`src/rtl/vec_cmd_arbiter_pkg.sv`:
```
// Shared definitions for the vector-unit command arbiter: opcodes and FSM states.
package vec_pkg;

    localparam logic [3:0] OP_READ  = 4'b1000;
    localparam logic [3:0] OP_WRITE = 4'b1001;
    localparam logic [3:0] OP_MMUL  = 4'b1111;

    // ALU opcodes: upper two bits select vector (00) or scalar (01) operand form
    localparam logic [1:0] ALU_VEC_PFX = 2'b00;
    localparam logic [1:0] ALU_SCL_PFX = 2'b01;

    typedef enum logic [1:0] {
        IDLE,
        ISSUE,
        BUSY,
        RESP
    } state_e;

    function automatic logic op_is_read(input logic [3:0] op);
        return op == OP_READ;
    endfunction

endpackage

```
`src/rtl/vec_cmd_arbiter_rr_arb.sv`:
```
// Combinational round-robin arbiter: grants the first request at or after ptr_i, wrapping.
module vec_rr_arb #(
    parameter  int unsigned reqs_p = 2,
    localparam int unsigned pw_lp  = (reqs_p > 1) ? $clog2(reqs_p) : 1
) (
    input  logic [reqs_p-1:0] req_i,
    input  logic [pw_lp-1:0]  ptr_i,
    output logic [reqs_p-1:0] grant_o,
    output logic [pw_lp-1:0]  grant_idx_o,
    output logic              v_o
);

    logic [pw_lp-1:0] idx;
    logic             found;

    always_comb begin
        grant_o     = '0;
        grant_idx_o = '0;
        found       = 1'b0;
        idx         = '0;
        for (int unsigned i = 0; i < reqs_p; i++) begin
            idx = pw_lp'((32'(ptr_i) + i) % reqs_p);
            if (!found && req_i[idx]) begin
                found        = 1'b1;
                grant_o[idx] = 1'b1;
                grant_idx_o  = idx;
            end
        end
        v_o = found;
    end

endmodule

```
`src/rtl/vec_cmd_arbiter.sv`:
```
// Single-issue round-robin sharing of one vector unit between reqs_p requesters,
// with a one-entry return buffer for read data.
module vec_cmd_arbiter
    import vec_pkg::*;
#(
    parameter  int unsigned els_p  = 12,
    parameter  int unsigned vlen_p = 4,
    parameter  int unsigned vdw_p  = 8,
    parameter  int unsigned reqs_p = 2,
    localparam int unsigned aw_lp  = (els_p > 1) ? $clog2(els_p) : 1,
    localparam int unsigned dw_lp  = vlen_p * vdw_p,
    localparam int unsigned pw_lp  = (reqs_p > 1) ? $clog2(reqs_p) : 1
) (
    input  logic                      clk_i,
    input  logic                      reset_n_i,
    input  logic [reqs_p-1:0]         req_v_i,
    output logic [reqs_p-1:0]         req_ready_o,
    input  logic [reqs_p*4-1:0]       req_op_i,
    input  logic [reqs_p*aw_lp-1:0]   req_addrA_i,
    input  logic [reqs_p*aw_lp-1:0]   req_addrB_i,
    input  logic [reqs_p*aw_lp-1:0]   req_addrD_i,
    input  logic [reqs_p*vdw_p-1:0]   req_scalar_i,
    input  logic [reqs_p*dw_lp-1:0]   req_w_data_i,
    output logic [reqs_p-1:0]         req_done_o,
    output logic [reqs_p-1:0]         resp_v_o,
    output logic [dw_lp-1:0]          resp_data_o,
    input  logic [reqs_p-1:0]         resp_yumi_i,
    output logic [3:0]                vu_op_o,
    output logic [aw_lp-1:0]          vu_addrA_o,
    output logic [aw_lp-1:0]          vu_addrB_o,
    output logic [aw_lp-1:0]          vu_addrD_o,
    output logic [vdw_p-1:0]          vu_scalar_o,
    output logic [dw_lp-1:0]          vu_w_data_o,
    output logic                      vu_v_o,
    input  logic                      vu_ready_i,
    input  logic                      vu_done_i,
    input  logic [dw_lp-1:0]          vu_r_data_i,
    input  logic                      vu_v_i,
    output logic                      vu_yumi_o
);

    typedef struct packed {
        logic [3:0]       op;
        logic [aw_lp-1:0] addr_a;
        logic [aw_lp-1:0] addr_b;
        logic [aw_lp-1:0] addr_d;
        logic [vdw_p-1:0] scalar;
        logic [dw_lp-1:0] w_data;
    } cmd_t;

    state_e           state_q, state_d;
    cmd_t             cmd_q, cmd_d;
    logic [pw_lp-1:0] owner_q, owner_d;
    logic [pw_lp-1:0] ptr_q, ptr_d;
    logic [dw_lp-1:0] rdata_q, rdata_d;
    logic             cap_q, cap_d;
    logic             done_q, done_d;

    logic [reqs_p-1:0] arb_grant;
    logic [pw_lp-1:0]  arb_idx;
    logic              arb_v;
    logic              is_read;

    vec_rr_arb #(.reqs_p(reqs_p)) u_arb (
        .req_i       (req_v_i),
        .ptr_i       (ptr_q),
        .grant_o     (arb_grant),
        .grant_idx_o (arb_idx),
        .v_o         (arb_v)
    );

    assign is_read = op_is_read(cmd_q.op);

    always_comb begin
        state_d     = state_q;
        cmd_d       = cmd_q;
        owner_d     = owner_q;
        ptr_d       = ptr_q;
        rdata_d     = rdata_q;
        cap_d       = cap_q;
        done_d      = done_q;
        req_ready_o = '0;
        req_done_o  = '0;
        resp_v_o    = '0;
        vu_yumi_o   = 1'b0;

        unique case (state_q)
            IDLE: begin
                if (arb_v) begin
                    // the accept pulse is combinational, so hold it off while reset is asserted
                    req_ready_o = reset_n_i ? arb_grant : '0;
                    owner_d     = arb_idx;
                    ptr_d       = (arb_idx == pw_lp'(reqs_p - 1)) ? '0 : arb_idx + 1'b1;
                    state_d     = ISSUE;
                    for (int unsigned i = 0; i < reqs_p; i++) begin
                        if (arb_grant[i]) begin
                            cmd_d.op     = req_op_i[i*4 +: 4];
                            cmd_d.addr_a = req_addrA_i[i*aw_lp +: aw_lp];
                            cmd_d.addr_b = req_addrB_i[i*aw_lp +: aw_lp];
                            cmd_d.addr_d = req_addrD_i[i*aw_lp +: aw_lp];
                            cmd_d.scalar = req_scalar_i[i*vdw_p +: vdw_p];
                            cmd_d.w_data = req_w_data_i[i*dw_lp +: dw_lp];
                        end
                    end
                end
            end
            ISSUE: begin
                if (vu_ready_i) begin
                    cap_d   = 1'b0;
                    done_d  = 1'b0;
                    state_d = BUSY;
                end
            end
            BUSY: begin
                vu_yumi_o = is_read && !cap_q && vu_v_i;
                if (vu_yumi_o) begin
                    rdata_d = vu_r_data_i;
                    cap_d   = 1'b1;
                end
                if (vu_done_i) begin
                    done_d = 1'b1;
                end
                // data and done may land in either order; finish once both have been seen
                if (!is_read) begin
                    if (vu_done_i) begin
                        req_done_o[owner_q] = 1'b1;
                        state_d             = IDLE;
                    end
                end else if ((done_q || vu_done_i) && (cap_q || vu_yumi_o)) begin
                    req_done_o[owner_q] = 1'b1;
                    state_d             = RESP;
                end
            end
            RESP: begin
                resp_v_o[owner_q] = 1'b1;
                if (resp_yumi_i[owner_q]) begin
                    state_d = IDLE;
                end
            end
            default: state_d = IDLE;
        endcase
    end

    always_ff @(posedge clk_i or negedge reset_n_i) begin
        if (!reset_n_i) begin
            state_q <= IDLE;
            cmd_q   <= '0;
            owner_q <= '0;
            ptr_q   <= '0;
            rdata_q <= '0;
            cap_q   <= 1'b0;
            done_q  <= 1'b0;
        end else begin
            state_q <= state_d;
            cmd_q   <= cmd_d;
            owner_q <= owner_d;
            ptr_q   <= ptr_d;
            rdata_q <= rdata_d;
            cap_q   <= cap_d;
            done_q  <= done_d;
        end
    end

    assign vu_v_o      = (state_q == ISSUE);
    assign vu_op_o     = cmd_q.op;
    assign vu_addrA_o  = cmd_q.addr_a;
    assign vu_addrB_o  = cmd_q.addr_b;
    assign vu_addrD_o  = cmd_q.addr_d;
    assign vu_scalar_o = cmd_q.scalar;
    assign vu_w_data_o = cmd_q.w_data;
    assign resp_data_o = rdata_q;

endmodule

```
`config.mk`:
```
export PLATFORM = sky130hd
export DESIGN_NAME = vec_cmd_arbiter
export DESIGN_NICKNAME = d
export VERILOG_FILES = /design/src/rtl/vec_cmd_arbiter_pkg.sv /design/src/rtl/vec_cmd_arbiter_rr_arb.sv /design/src/rtl/vec_cmd_arbiter.sv
export SDC_FILE = /design/constraint.sdc
export NUM_CORES = 1
export LEC_CHECK = 0
export BUFFER_PORTS_ARGS = -buffer_cell sky130_fd_sc_hd__buf_2
export CAP_MARGIN = 20
export CORE_MARGIN = 8
export CORE_UTILIZATION = 32
export CTS_CLUSTER_SIZE = 25
export DETAILED_ROUTE_END_ITERATION = 12
export GPL_TIMING_DRIVEN = 1
export HOLD_SLACK_MARGIN = 0.05
export PLACE_DENSITY = 0.6
export RECOVER_POWER = 25
export SLEW_MARGIN = 20
export SYNTH_ARGS = -nofsm -noshare
export SYNTH_HDL_FRONTEND = slang
export SYNTH_SLANG_ARGS = --single-unit
export TNS_END_PERCENT = 1
```
`constraint.sdc`:
```
create_clock -name clk_i -period 5.32 [get_ports clk_i]
set_input_delay 1.33 -clock clk_i [delete_from_list [all_inputs] [get_ports clk_i]]
set_output_delay 1.33 -clock clk_i [all_outputs]
set_load 0.02 [all_outputs]
```
==> flow_summary.json <==
{
  "status": "finished clean",
  "path_class": "primary input to primary output",
  "path_buf_inv": 3,
  "hold_viol_final": 0,
  "required_ns": 3.99,
  "die_y_microns": 135,
  "fin_tns_setup_ns": 0,
  "p_leak_nw": 2.84,
  "die_w_microns": 135,
  "preCtsSetupSlack_ns": 1.64,
  "ir_worst_vdd_mv": 0.206,
  "avgSynthCellArea_sq_um": 10.2,
  "gp_congestion": 0.747,
  "cts_setup_buffers": 0,
  "pin_count": 249,
  "syn-cell-area_sq_um": 4510,
  "ys_ff_latch": 94,
  "drcViolationCount": 0,
  "cts_made_buffers": 9,
  "end_kind": "primary output",
  "synth-edff-count": 0,
  "power.total_mw": 3.37,
  "core_sq_um": 13800,
  "viasPerCell": 5.16,
  "ys.warnings.count": 0,
  "async_reset_ff_share_pct": 100,
  "start_util_pct": 32.6,
  "grt_overflow": 0,
  "fin_skew_ns": 0.0102,
  "nets": 813,
  "cp_max_fo": 33,
  "cts_buffer_depth": 2,
  "port_buffers": 248,
  "seq_area_frac_synth_pct": 52.2,
  "powerDensity_nw_per_um2": 549,
  "die-area_sq_um": 18100,
  "cts_tree": "done",
  "drive_above_1_share_pct": 42.3,
  "synth_ff_type": "dfrtp_1",
  "cp_cell_sequence": "buf_2, nand3b_1, nor3_4, buf_4, buf_2",
  "critPathLaunchType": "primary input",
  "root_buffer": "clkbuf_16",
  "report.final.setup_viol": 0,
  "fin_crit_ns": 3.68,
  "hold_class": "register to register",
  "cts_sinks": 94,
  "antenna_found_initial": 0,
  "area_growth_pct": 36.1,
  "cts.clk_slew.worst_paths_ns": 0.07,
  "wl_per_cell_microns": 17.9,
  "critPathSlowestCell": "buf_4",
  "clock_latency_ns": 0.34,
  "ant_nets": 0,
  "max_stage_delay_ns": 0.39,
  "grt_use_total_pct": 16.4,
  "antenna_cells": 0,
  "cp_common_cell": "buf_2",
  "hold-worst-slack_ns": 0.492,
  "ctsResizeCount": 0,
  "synth_nets": 594,
  "arrival_ns": 2.35,
  "grt_pass1_wl_microns": 24000,
  "dr.pass1.iters": 4,
  "tightestPinTransition_ns": 1.47,
  "h-tree-depth": 3,
  "cpLargestDelayFamily": "buffers and inverters",
  "ctsHoldBuffers": 0,
  "first_iter_violations": 199,
  "yosysUniqueCellTypes": 29,
  "final_cell_mix": "buf_2, dfrtp_1, a21oi_1, o21ai_0",
  "drv_slew": 0,
  "fin_crit_sh_pct": 69.2,
  "via_count": 4358,
  "hpwl_microns": 11000,
  "slew_headroom_pct": 2.15,
  "worst_slack_ns": 1.64,
  "grt_pass1_vias": 4576,
  "clock.fmax_mhz": 271,
  "grt_max_degree": 113,
  "rsz0062_at_grt": "no",
  "wl_microns": 15200,
  "rows": 43,
  "final_util_pct": 44.4,
  "max_cap_viol_count": 0,
  "synth_cells": 441,
  "mostFrequentLayoutCell": "buf_2"
}
[kinds of logic (layout without fill, tap and decap cells)]
kind of cell	after synthesis	in the layout	synth area share, %
AOI/OAI and AO/OA	183	183	22.1
muxes	33	33	8.22
and+or+nand+nor	81	81	12.8
DFF	94	94	52.2
buffers and inverters	50	274	4.66
[cells in the mapped netlist (2+ instances only)]
master	count	area [sq um]
buf_6	3	33.8
dfrtp_1	94	2350
a31oi_1	57	357
nor2_1	5	18.8
clkbuf_1	40	150
nor4b_1	2	17.5
or3_1	2	12.5
inv_1	2	7.51
nand2_1	5	18.8
mux2_2	31	349
buf_1	5	18.8
o21ai_0	58	290
nand3b_1	57	428
and3_1	2	12.5
a21oi_1	64	320
[layout make-up]
class | instances | area, sq um
multi-input cells | 297 | 1960
repair buffers | 256 | 1270
flip-flops and latches | 94 | 2350
clock buffers | 10 | 229
clock inverters | 6 | 92.6
fillers | 1406 | 7690
well taps | 180 | 225
inverters | 2 | 7.51
[per-stage QoR]
| step | cell area (sq um) | std cells |
|---|---|---|
| after floorplan | 4510 | 441 |
| after global placement | 5850 | 829 |
| after detailed placement | 5850 | 829 |
| after CTS | 6170 | 845 |
| after global routing | 6130 | 845 |
| final | 6130 | 845 |
[power breakdown]
group          internal, mW  switching (mW)  leakage [nW]
Sequential             1.02           0.206          1.13
Combinational         0.521           0.934          1.55
Clock                 0.415           0.274         0.150
[state kept, by name (all words and copies together) (netlist names)]
name and count:
vu_scalar_o 8, vu_w_data_o 32, done_q 1, state_q 2, vu_op_o 4, vu_addrD_o 4
resp_data_o 32, owner_q 1, vu_addrA_o 4, cap_q 1, vu_addrB_o 4, ptr_q 1
[worst paths after layout]
kind	from	end	slack, ns	cells past startpoint
max	vu_v_i	vu_yumi_o	1.64	5
min	resp_data_o[8]$_DFFE_PN0P_	resp_data_o[8]$_DFFE_PN0P_	0.49	1
max reg2reg	state_q[1]$_DFFE_PN0P_	vu_w_data_o[26]$_DFFE_PN0P_	2.56	4
min reg2reg	resp_data_o[8]$_DFFE_PN0P_	resp_data_o[8]$_DFFE_PN0P_	0.49	1
max in group asynchronous	reset_n_i	state_q[0]$_DFFE_PN0P_	3.25	2
min in group asynchronous	reset_n_i	resp_data_o[21]$_DFFE_PN0P_	0.97	1
[worst reg2reg max path: stages, from the launching register on]
cell and delay [ns]:
dfrtp_1 0.50, nor2_4 0.64, clkbuf_1 1.13, a21oi_1 0.21, a31oi_1 0.21
[per-layer routing]
layer  share of wire [%]  global-route usage (%)  routed length [microns]
met1                  43                    20.5                     6590
met3                 7.7                    4.53                     1160
met2                  47                    26.4                     7140
met5                   0                       0                        0
met4                 1.7                    5.61                      259
Note: power is estimated with default switching activity, not from simulation.
